**config.mk**
```make
export PLATFORM = sky130hd
export DESIGN_NAME = fpga_bootrom_bus_adapter
export DESIGN_NICKNAME = d
export VERILOG_FILES = /design/src/rtl/fpga_bootrom_pkg.sv /design/src/rtl/bootrom_resp_fifo.sv /design/src/rtl/fpga_bootrom_bus_adapter.sv
export SDC_FILE = /design/constraint.sdc
export NUM_CORES = 1
export LEC_CHECK = 0
export BUFFER_PORTS_ARGS = -buffer_cell sky130_fd_sc_hd__buf_4
export CAP_MARGIN = 10
export CORE_MARGIN = 1.5
export CORE_UTILIZATION = 45
export DETAILED_ROUTE_END_ITERATION = 16
export PLACE_DENSITY = 0.71
export SYNTH_ARGS = -nofsm -noshare
export SYNTH_HDL_FRONTEND = slang
export SYNTH_HIERARCHICAL = 1
export SYNTH_SLANG_ARGS = --single-unit
```
**constraint.sdc**
```tcl
create_clock -name clk_i -period 7.5 [get_ports clk_i]
set_clock_uncertainty 0.05 [all_clocks]
set_input_delay 1.5 -clock clk_i [delete_from_list [all_inputs] [get_ports clk_i]]
set_output_delay 1.5 -clock clk_i [all_outputs]
set_load 0.005 [all_outputs]
```
**src/rtl/fpga_bootrom_pkg.sv**
```systemverilog
// fpga_bootrom_pkg: shared response type, response kinds and constants for the bootrom bus adapter.
package fpga_bootrom_pkg;
  localparam int DATA_W = 32;
  localparam int RESP_DEPTH = 2;
  localparam logic [DATA_W-1:0] TRAP_INSN = 32'h0000_006F;
  typedef enum logic [1:0] {ROM, WERR, OOR} kind_t;
  typedef struct packed {
    logic [DATA_W-1:0] rdata;
    logic              err;
  } resp_t;
endpackage

```
**src/rtl/bootrom_resp_fifo.sv**
```systemverilog
// bootrom_resp_fifo: 2-entry in-order fall-through response buffer; an empty buffer passes din straight to dout.
module bootrom_resp_fifo
  import fpga_bootrom_pkg::*;
(
  input  logic       clk,
  input  logic       rst,
  input  logic       push,
  input  logic       pop,
  input  resp_t      din,
  output logic       valid,
  output logic       full,
  output logic       empty,
  output resp_t      dout,
  output logic [1:0] occupancy
);
  resp_t mem [RESP_DEPTH];
  logic [1:0] cnt;
  logic wr_ptr, rd_ptr, wr, rd;
  assign empty = cnt == 2'd0;
  assign full = cnt == 2'(RESP_DEPTH);
  assign valid = !empty || push;
  assign dout = empty ? din : mem[rd_ptr];
  assign occupancy = cnt;
  // a fall-through entry consumed in its arrival cycle never touches storage
  assign wr = push && !(empty && pop);
  assign rd = pop && !empty;
  always_ff @(posedge clk) begin
    if (rst) begin
      cnt <= 2'd0;
      wr_ptr <= 1'b0;
      rd_ptr <= 1'b0;
    end else begin
      if (wr) begin
        mem[wr_ptr] <= din;
        wr_ptr <= !wr_ptr;
      end
      if (rd) rd_ptr <= !rd_ptr;
      cnt <= cnt + 2'(wr) - 2'(rd);
    end
  end
endmodule

```
**src/rtl/fpga_bootrom_bus_adapter.sv**
```systemverilog
// fpga_bootrom_bus_adapter: TCDM request port to bootrom CEN/A/Q bridge with decode, bounds check and 2-deep response buffer.
// Define FPGA_BOOTROM_TRAP_FILL_EN to answer out-of-range reads with a jal x0,0 trap instead of an error.
module fpga_bootrom_bus_adapter
  import fpga_bootrom_pkg::*;
#(
  parameter int                    ADDR_WIDTH     = 32,
  parameter int                    DATA_WIDTH     = DATA_W,
  parameter int                    ROM_ADDR_WIDTH = 10,
  parameter logic [ADDR_WIDTH-1:0] ROM_BASE       = 32'h1A00_0000
) (
  input  logic                      clk_i,
  input  logic                      rst_i,
  input  logic                      req_i,
  output logic                      gnt_o,
  input  logic [ADDR_WIDTH-1:0]     add_i,
  input  logic                      wen_i,
  input  logic [DATA_WIDTH/8-1:0]   be_i,
  input  logic [DATA_WIDTH-1:0]     wdata_i,
  output logic                      r_valid_o,
  input  logic                      r_ready_i,
  output logic [DATA_WIDTH-1:0]     r_rdata_o,
  output logic                      r_err_o,
  output logic                      rom_cen_o,
  output logic [ROM_ADDR_WIDTH-1:0] rom_a_o,
  input  logic [DATA_WIDTH-1:0]     rom_q_i
);
`ifdef FPGA_BOOTROM_TRAP_FILL_EN
  localparam resp_t OOR_RESP = resp_t'{rdata: TRAP_INSN, err: 1'b0};
`else
  localparam resp_t OOR_RESP = resp_t'{rdata: '0, err: 1'b1};
`endif
  logic [ADDR_WIDTH-1:0] off;
  logic [ROM_ADDR_WIDTH-1:0] index, a_q;
  logic [1:0] occ, used;
  logic in_range, inflight, pop, fifo_valid, full, empty, unused;
  kind_t kind;
  resp_t resp, head;
  assign off = add_i - ROM_BASE;
  assign in_range = add_i >= ROM_BASE && (off >> (ROM_ADDR_WIDTH + 2)) == '0 && add_i[1:0] == 2'b00;
  assign index = off[ROM_ADDR_WIDTH+1:2];
  // a pop this cycle frees its slot immediately, so grant can re-assert in the same cycle
  assign used = occ + {1'b0, inflight} - {1'b0, pop};
  assign gnt_o = req_i && !rst_i && used < 2'd2;
  assign rom_cen_o = !(gnt_o && wen_i && in_range);
  assign rom_a_o = (req_i && !rst_i) ? index : a_q;
  assign resp = (kind == ROM) ? resp_t'{rdata: rom_q_i, err: 1'b0} :
                (kind == WERR) ? resp_t'{rdata: '0, err: 1'b1} : OOR_RESP;
  assign r_valid_o = fifo_valid && !rst_i;
  assign pop = r_valid_o && r_ready_i;
  assign {r_rdata_o, r_err_o} = r_valid_o ? head : '0;
  assign unused = ^{be_i, wdata_i, full, empty};
  always_ff @(posedge clk_i) begin
    if (rst_i) begin
      inflight <= 1'b0;
      kind <= ROM;
      a_q <= '0;
    end else begin
      inflight <= gnt_o;
      a_q <= rom_a_o;
      if (gnt_o) kind <= !wen_i ? WERR : in_range ? ROM : OOR;
    end
  end
  bootrom_resp_fifo u_fifo (
    .clk(clk_i),
    .rst(rst_i),
    .push(inflight),
    .pop(pop),
    .din(resp),
    .valid(fifo_valid),
    .full(full),
    .empty(empty),
    .dout(head),
    .occupancy(occ)
  );
endmodule

```
Word-level counts from Yosys, hierarchy flattened
Memory sizes are Yosys's and may differ from the RTL's. A register that Yosys moved wholly into a read port is not among the register bits.
Index checks and enable logic that the tools add are counted.
{ "classes": {"n_reduce_logical": 22, "add_sub_neg": 5, "n_mux": 11, "n_lt_le_gt_ge": 2} }
{ "ops": {"columns": ["operator", "count"], "rows": [
  ["$mux 33", 3],
  ["$ge 32x29->1 const B", 1],
  ["$logic_not 32->1", 1],
  ["$sub 32x29->32 const B", 1],
  ["$logic_and 1x1->1", 11],
  ["$mux 10", 1],
  ["$logic_not 1->1", 6],
  ["$logic_not 2->1", 3],
  ["$mux 1", 5],
  ["$add 2x1->2", 2],
  ["$mux 2", 2],
  ["$sub 2x1->2", 2],
  ["$lt 2x2->1 const B", 1],
  ["$logic_or 1x1->1", 1]
]} }
{ "word_totals": {"input_bits": 105, "ramBits": 66, "n_memories": 1, "wordCells": 47, "output_inout_bits": 46, "ff_bits": 17} }
{ "mem_list": {"columns": ["name", "words", "word_bits", "rd", "rd_ports_with_merged_regs", "write_ports", "line_no", "source"], "rows": [
  ["u_fifo.mem", 2, 33, 1, 1, 1, "bootrom_resp_fifo.sv:16", "resp_t mem [RESP_DEPTH];"]
]} }

Logic depth before layout (Yosys ltp)
Gate-level depths: netlist of run 1.
{ "depth": {"word_depth": 11, "mapped_depth": 12, "depth_no_buf": 11} }

By module
The synthesis of run 1 kept the hierarchy.
{ "modules_own_cells": {"columns": ["mod", "cells_each", "n_inst", "seq_area_each_um2", "area_each_um2"], "rows": [
  ["bootrom_resp_fifo", 205, 1, 2082.0, 3060.4],
  ["fpga_bootrom_bus_adapter", 142, 1, 260.2, 1129.8]
]} }

Worst setup path before layout of run 1
Ideal clock, no wire load.
{ "synth_timing": {"path_type": "input to register", "startpoint": "in rst_i", "endpoint": "mem u_fifo/mem[1][0] (netlist name) (enable)", "path_slack_ps": 2415, "required_ps": 6978, "n_path_buf": 1, "arrival_time_ps": 4563, "path_stages": 6, "path_cell_list": "nor2b_1 clkbuf_1 and2_1 inv_1 o21ai_4 nor3b_1"} }
{ "synth_via": {"elab_chain_cells": 9} }
{ "synth_rtl": {"columns": ["element", "line_no", "source"], "rows": [
  ["start: declaration", "fpga_bootrom_bus_adapter.sv:12", "input logic rst_i,"],
  ["$logic_not 1->1", "fpga_bootrom_bus_adapter.sv:48", "assign r_valid_o = fifo_valid && !rst_i;"],
  ["$logic_and 1x1->1", "fpga_bootrom_bus_adapter.sv:48", null],
  ["net r_valid_o", "fpga_bootrom_bus_adapter.sv:19", "output logic r_valid_o,"],
  ["$logic_and 1x1->1", "fpga_bootrom_bus_adapter.sv:49", "assign pop = r_valid_o && r_ready_i;"],
  ["net pop", "fpga_bootrom_bus_adapter.sv:35", "logic in_range, inflight, pop, fifo_valid, full, empty, unused;"],
  ["$logic_and 1x1->1", "bootrom_resp_fifo.sv:25", "assign wr = push && !(empty && pop);"],
  ["$logic_not 1->1", "bootrom_resp_fifo.sv:25", null],
  ["$logic_and 1x1->1", "bootrom_resp_fifo.sv:25", null],
  ["$mux 1", "bootrom_resp_fifo.sv:33", "if (wr) begin"],
  ["$mux 1", "bootrom_resp_fifo.sv:28", "if (rst) begin"],
  ["$mux 1 (not written as such)", "bootrom_resp_fifo.sv:34", "mem[wr_ptr] <= din;"],
  ["end: declaration", "bootrom_resp_fifo.sv:16", null]
]} }
The timed path passes the listed nets, and every way through them passes these cells.

Final worst setup path of run 1
{ "layout_timing": {"startpoint": "in rst_i", "endpoint": "out rom_cen_o"} }
{ "layout_via": {"elab_chain_cells": 9, "word_cells_on_any_way": 10, "classes_between": "add/sub: 1; order compare: 1; reduce/logical: 8"} }
{ "layout_rtl": {"columns": ["element", "line_no", "source"], "rows": [
  ["$logic_not 1->1", "fpga_bootrom_bus_adapter.sv:48", null],
  ["$logic_and 1x1->1", "fpga_bootrom_bus_adapter.sv:48", null],
  ["$logic_and 1x1->1", "fpga_bootrom_bus_adapter.sv:49", null],
  ["net pop", "fpga_bootrom_bus_adapter.sv:35", null],
  ["$sub 2x1->2", "fpga_bootrom_bus_adapter.sv:42", "assign used = occ + {1'b0, inflight} - {1'b0, pop};"],
  ["$lt 2x2->1", "fpga_bootrom_bus_adapter.sv:43", "assign gnt_o = req_i && !rst_i && used < 2'd2;"],
  ["$logic_and 1x1->1", "fpga_bootrom_bus_adapter.sv:43", null],
  ["$logic_and 1x1->1 (2 in a row)", "fpga_bootrom_bus_adapter.sv:44", "assign rom_cen_o = !(gnt_o && wen_i && in_range);"],
  ["$logic_not 1->1", "fpga_bootrom_bus_adapter.sv:44", null],
  ["end: declaration", "fpga_bootrom_bus_adapter.sv:23", "output logic rom_cen_o,"]
]} }
The timed path passes the listed nets, and every way through them passes these cells.

==> results by group, run 1 <==
STA
  • RSZ-0062 raised after global routing: no
  • Final setup fails: 0
  • Worst-margin pin slew: 1.10 ns
  • Hold Fails Final Rpt: 0
  • Period minus WS final: 4.72 ns
  • Slew HR: 26.8%
  • Tcrit/Tclk final: 63.0%
  • Fmax: 212 MHz
  • Slew Viols, Final: 0
  • Final TNS setup: 0 ns

Clock network
  • Number of CTS-inserted buffers: 9
  • CTS HTree Levels: 3
  • Root Driver: clkbuf_8
  • Worst-Skew Late Latency: 0.33 ns
  • Setup bufs post-CTS: 0
  • Number of gates resized after cts: 0
  • Count of hold-fix buffers inserted at cts: 0
  • Clock sink total: 84
  • CTS tree: yes
  • Max Root-Sink Buffers: 2
  • CTS clk-pin slew, worst paths: 0.08 ns

Outcome
  • Status: finished, final reports clean

Yosys
  • Mapped cell area: 4180 um2
  • Syn nets: 455
  • Syn Inst Count: 346
  • Yosys warnings: 6
  • Syn avg cell area: 12.1 um2

Worst setup path
  • Worst Path Required: 5.95 ns
  • CP Launch Type: primary input
  • CP Class: primary input to output port
  • R2r startpoint: u_fifo/occupancy[1]
  • Delay-heaviest family, CP: simple AND/OR/NAND/NOR gates
  • Slowest cell delay on critical path: 0.31 ns
  • CP Cell Sequence: buf_4, nor2b_2, and2_1, ha_1, xor2_1, xnor2_1, and2_1, nand3_1, buf_4
  • Reg2Reg Capture Point: u_fifo/occupancy[1]
  • Crit path buffers/inverters: 2
  • Slowest CP cell: xnor2_1
  • Crit end category: output port
  • FF-to-FF path depth: 11
  • CP max FO: 22
  • Arrival @ worst endpoint: 3.17 ns
  • Flop2flop setup slack: 5.11 ns

Final layout
  • Most common cell after layout, fill and taps aside: buf_4
  • Fin util: 57.7%
  • Layout cell share with drive strength beyond 1: 36.0%
  • Layout area overhead: 25.7%
  • Final #Nets: 566
  • Most frequent cells in the layout: buf_4 (120), and2_1 (69), edfxtp_1 (66), mux2i_1 (34), nand2_1 (25)
  • Final instance count without filler cells: 572
  • # diodes: 0

Pwr
  • Power share of the combinational group: 23.4%
  • Power Dens Cells: 210 nW/um2
  • P_sw: 296 uW
  • Sequential power share: 49.2%
  • Internal Power: 809 uW
  • Peak supply drop: 0.0000848 V
  • Sw Share: 26.8%
  • Static Leakage: 0.00208 uW
  • Clk pwr share: 27.4%

Floorplanning
  • Die Y: 99.4 um
  • Row count: 35
  • DIE AREA: 9890 um2
  • Die width: 99.4 um
  • Starting Density: 45.9%
  • I/O Pins: 151
  • Total core area: 9110 um2

Flow run
  • Max Cap Viol: 0

GRT
  • Vias in the first global route: 2795
  • First-pass GRT wire length: 13.1 mm
  • GR Overflow Total: 0
  • Initial antenna violation count: 0
  • Total track usage: 16.9%
  • Largest net degree at the start of global routing: 67

Min path
  • Hold depth: 2
  • Hold endpoint: kind[1]
  • Hold_sp: kind[1]
  • Hold crit path type: flip-flop to flip-flop

Routing
  • Avg Vias per Cell: 4.97
  • DRT antenna net count: 0
  • Final WL: 7.90 mm
  • WL per Instance: 13.8 um
  • Remaining DRCs: 0
  • DR vias: 2841
  • First-pass DRT Iterations: 4
  • Starting DRC count in detailed routing: 86

Place
  • Dpl hpwl: 5.26 mm
  • Placed cells: 557
  • Gpl congestion: 0.724
  • PortBufs: 114
-- registers in the layout, indices dropped and copies added, names as in the netlist, named ones only --
| register | cells |
|---|---|
| a_q | 10 |
| u_fifo/rd_ptr | 1 |
| u_fifo/occupancy | 2 |
| kind | 2 |
| u_fifo/wr_ptr | 1 |
| u_fifo/mem | 66 |
| inflight | 1 |
-- worst max path at each step --
stage          start               end  slack (ns)  cells past startpoint
6_report       rst_i         rom_cen_o        2.78                      9
3_5_place_dp   rst_i         rom_cen_o        2.79                      9
2_1_floorplan  rst_i  u_fifo/mem[1][0]        2.42                      6
4_1_cts        rst_i         rom_cen_o        2.77                      9
5_1_grt        rst_i         rom_cen_o        2.59                      9
3_3_place_gp   rst_i         rom_cen_o        2.85                      9
-- final cells by class --
class                           count  area [um2]
Inverter                            9        36.3
Tap cell                          111         139
Sequential cell                    84        2340
Timing Repair Buffer              120         901
Clock inverter                      4        50.0
Fill cell                         780        3850
Clock buffer                       11         131
Multi-Input combinational cell    233        1660
-- tightest hold or removal path: stages (launching register included) --
cell and delay, ns:
dfxtp_1 0.32, inv_1 0.05, o32ai_1 0.07
-- power by group through the flow --
stage / logic, uW / clock network, uW / registers [uW]
final: 258 / 303 / 543
after detailed placement: 263 / 0 / 554
after floorplan: 191 / 0 / 549
after global routing: 291 / 331 / 546
after global placement: 256 / 0 / 553
after CTS: 265 / 314 / 544
-- metal layers --
metal  global-route usage [%]  wire length, um  vias to the layer above
met3                     4.78              539                        7
met4                     5.20               61                        0
met2                     28.9             3790                       96
met5                        0                0                        -
li1                         -                -                     1427
met1                     20.8             3510                     1311
-- stage by stage --
step	power, uW	setup WS, ns	hold slack [ns]	area [um2]
global route	1170	2.59	0.486	5260
finish	1100	2.78	0.443	5260
detailed placement	818	2.79	0.429	5080
global placement	810	2.85	0.424	5080
floorplan	740	2.42	0.405	4180
CTS	1120	2.77	0.441	5260
(Power assumes the default switching activity.)
==> inputs of run 2 (changes only) <==
Settings changed: PLACE_DENSITY 0.71 to 0.73.
Clock period 7.5 ns to 4 ns, I/O delays scaled along.
==> run 2 against run 1 <==
  * Power rose by 82%
  * Cell count did not move
  * Count of clock-buffer cells in the layout did not move
  * Worst setup slack got worse by 2.2 ns
  * Sequential share of layout area rose by 0.14 points
  * Cell area fell by 0.31%
  * Sequential cell count did not move
  * Via count rose by 0.53%
  * Critical path type is now flip-flop to output port
==> results by group, run 2 (synthesis gave the netlist of run 1 again) <==
Worst setup path
  • CP Cell Sequence: or3_1, nor2b_2, and2_1, ha_1, xor2_1, xnor2_1, and2_1, nand3_1, buf_4
  • CP max FO: 6 (-73%)
  • Slowest CP cell: dfxtp_1
  • Slowest cell delay on critical path: 0.37 ns (+0.06 ns)
  • Arrival @ worst endpoint: 2.60 ns (-0.57 ns)
  • Crit end category: output port
  • Cell repeated most along the worst path: and2_1
  • Worst Path Required: 3.15 ns (-2.80 ns)
  • CP Launch Type: flip-flop
  • CP Class: flip-flop to output port
  • FF-to-FF path depth: 11 (unchanged)

STA
  • RSZ-0062 raised after global routing: no
  • Final setup fails: 0 (unchanged)
  • Worst Hold Margin: 0.445 ns (+0.00238 ns)
  • Final TNS setup: 0 ns (unchanged)
  • Slew HR: 25.8% (-0.99 points)
  • Slew Viols, Final: 0 (unchanged)
  • Tcrit/Tclk final: 86.3%
  • Period minus WS final: 3.45 ns
  • Fmax: 290 MHz
  • Worst-margin pin slew: 1.11 ns (+0.0149 ns)
  • Hold Fails Final Rpt: 0 (unchanged)

Clock network
  • CTS HTree Levels: 3 (unchanged)
  • Number of gates resized after cts: 0 (unchanged)
  • Count of hold-fix buffers inserted at cts: 0 (unchanged)
  • CTS tree: yes
  • Clock sink total: 84 (unchanged)
  • Number of CTS-inserted buffers: 9 (unchanged)
  • Max Root-Sink Buffers: 2 (unchanged)
  • Worst-Skew Late Latency: 0.35 ns (+0.02 ns)
  • Setup bufs post-CTS: 0 (unchanged)
  • CTS clk-pin slew, worst paths: 0.08 ns (about the same)
  • Root Driver: clkbuf_8

Floorplanning
  • Die Y: 99.4 um (unchanged)
  • Die width: 99.4 um (unchanged)
  • Starting Density: 45.9% (unchanged)
  • DIE AREA: 9890 um2 (unchanged)
  • I/O Pins: 151 (unchanged)
  • Row count: 35 (unchanged)
  • Total core area: 9110 um2 (unchanged)

Place
  • Placed cells: 556 (-0.18%)
  • Placed cell area: 5080 um2 (about the same)
  • Gpl congestion: 0.716 (-1.1%)
  • Dpl hpwl: 5.30 mm (+0.76%)
  • PortBufs: 114 (unchanged)

Final layout
  • Layout area overhead: 25.3%
  • Layout cell share with drive strength beyond 1: 36.0% (unchanged)
  • Max reg flops: 66 (unchanged)
  • Final instance count without filler cells: 572 (unchanged)
  • Final instance area: 5240 um2 (-0.31%)
  • Final #Nets: 565 (-0.18%)
  • Fillers: 793 (+1.7%)
  • Top flop regs: u_fifo/mem (66), a_q (10)
  • # diodes: 0 (unchanged)
  • Biggest register: u_fifo/mem
  • Most frequent cells in the layout: buf_4 (119), and2_1 (69), edfxtp_1 (66), mux2i_1 (34), nand2_1 (25)
  • Most common cell after layout, fill and taps aside: buf_4

Outcome
  • Status: finished, final reports clean

GRT
  • Initial antenna violation count: 0 (unchanged)
  • Vias in the first global route: 2774 (-0.75%)
  • Largest net degree at the start of global routing: 67 (unchanged)
  • GR Overflow Total: 0 (unchanged)
  • Total track usage: 16.8% (-0.061 points)
  • First-pass GRT wire length: 12.9 mm (-1.3%)

Pwr
  • Power Dens Cells: 384 nW/um2 (+83%)
  • Peak supply drop: 0.000141 V (+66%)
  • Static Leakage: 0.00207 uW (-0.48%)

Routing
  • First-pass DRT Iterations: 4 (unchanged)
  • DRT antenna net count: 0 (unchanged)
  • Final WL: 8.12 mm (+2.8%)
  • Starting DRC count in detailed routing: 93 (+8.1%)
  • DR vias: 2856 (+0.53%)
  • Remaining DRCs: 0 (unchanged)
  • Avg Vias per Cell: 4.99 (+0.53%)
  • WL per Instance: 14.2 um (+2.8%)

Min path
  • Hold crit path type: flip-flop to flip-flop
  • Hold depth: 2 (unchanged)

Flow run
  • Max Cap Viol: 0 (unchanged)
run 2: final timing paths:
| check | startpoint | end | slack (ns) |
|---|---|---|---|
| min | kind[1] | kind[1] | 0.44 |
| min reg2reg | kind[1] | kind[1] | 0.44 |
| max reg2reg | u_fifo/occupancy[1] | u_fifo/occupancy[1] | 1.67 |
| max | u_fifo/occupancy[1] | rom_cen_o | 0.55 |
run 2: per-stage QoR:
step | util [%] | total power, uW | setup slack, ns
finish | 57.6 | 2010 | 0.547
floorplan | - | 1390 | 0.781
detailed placement | 55.8 | 1540 | 0.655
CTS | 57.6 | 2040 | 0.510
global route | 57.6 | 2140 | 0.338
global placement | 55.8 | 1520 | 0.720
run 2: layout make-up:
| cell class | count | area [um2] | share of cell area, % |
|---|---|---|---|
| multi-input cells | 233 | 1670 | 31.9 |
| repair buffers | 119 | 893 | 17.0 |
| clock buffers | 11 | 131 | 2.51 |
| clock inverters | 5 | 28.8 | 0.549 |
| flip-flops and latches | 84 | 2340 | 44.7 |
| inverters | 9 | 36.3 | 0.692 |
| well taps | 111 | 139 | 2.65 |
run 2: critical path: cells and delay by family (launching register included):
family | cells | cell delay (ns)
adder cells (fa/ha/maj) | 1 | 0.20
flip-flops | 1 | 0.37
buffers and inverters | 1 | 0.15
XOR/XNOR | 2 | 0.47
AND/OR/NAND/NOR | 5 | 1.08
run 2: power by group:
| part | switching [uW] | leakage, uW | internal [uW] |
|---|---|---|---|
| Combinational | 255 | 0.00124 | 233 |
| Sequential | 22.8 | 0.000752 | 998 |
| Clock | 283 | 0.0000768 | 221 |
| Total | 561 | 0.00207 | 1450 |
run 2: per-layer routing:
layer	track usage (%)	vias to the layer above	share of wire [%]
met4	4.55	0	1.0
met5	0	-	0
li1	-	1422	-
met2	28.7	98	48
met3	5.69	9	7.2
met1	20.5	1327	44
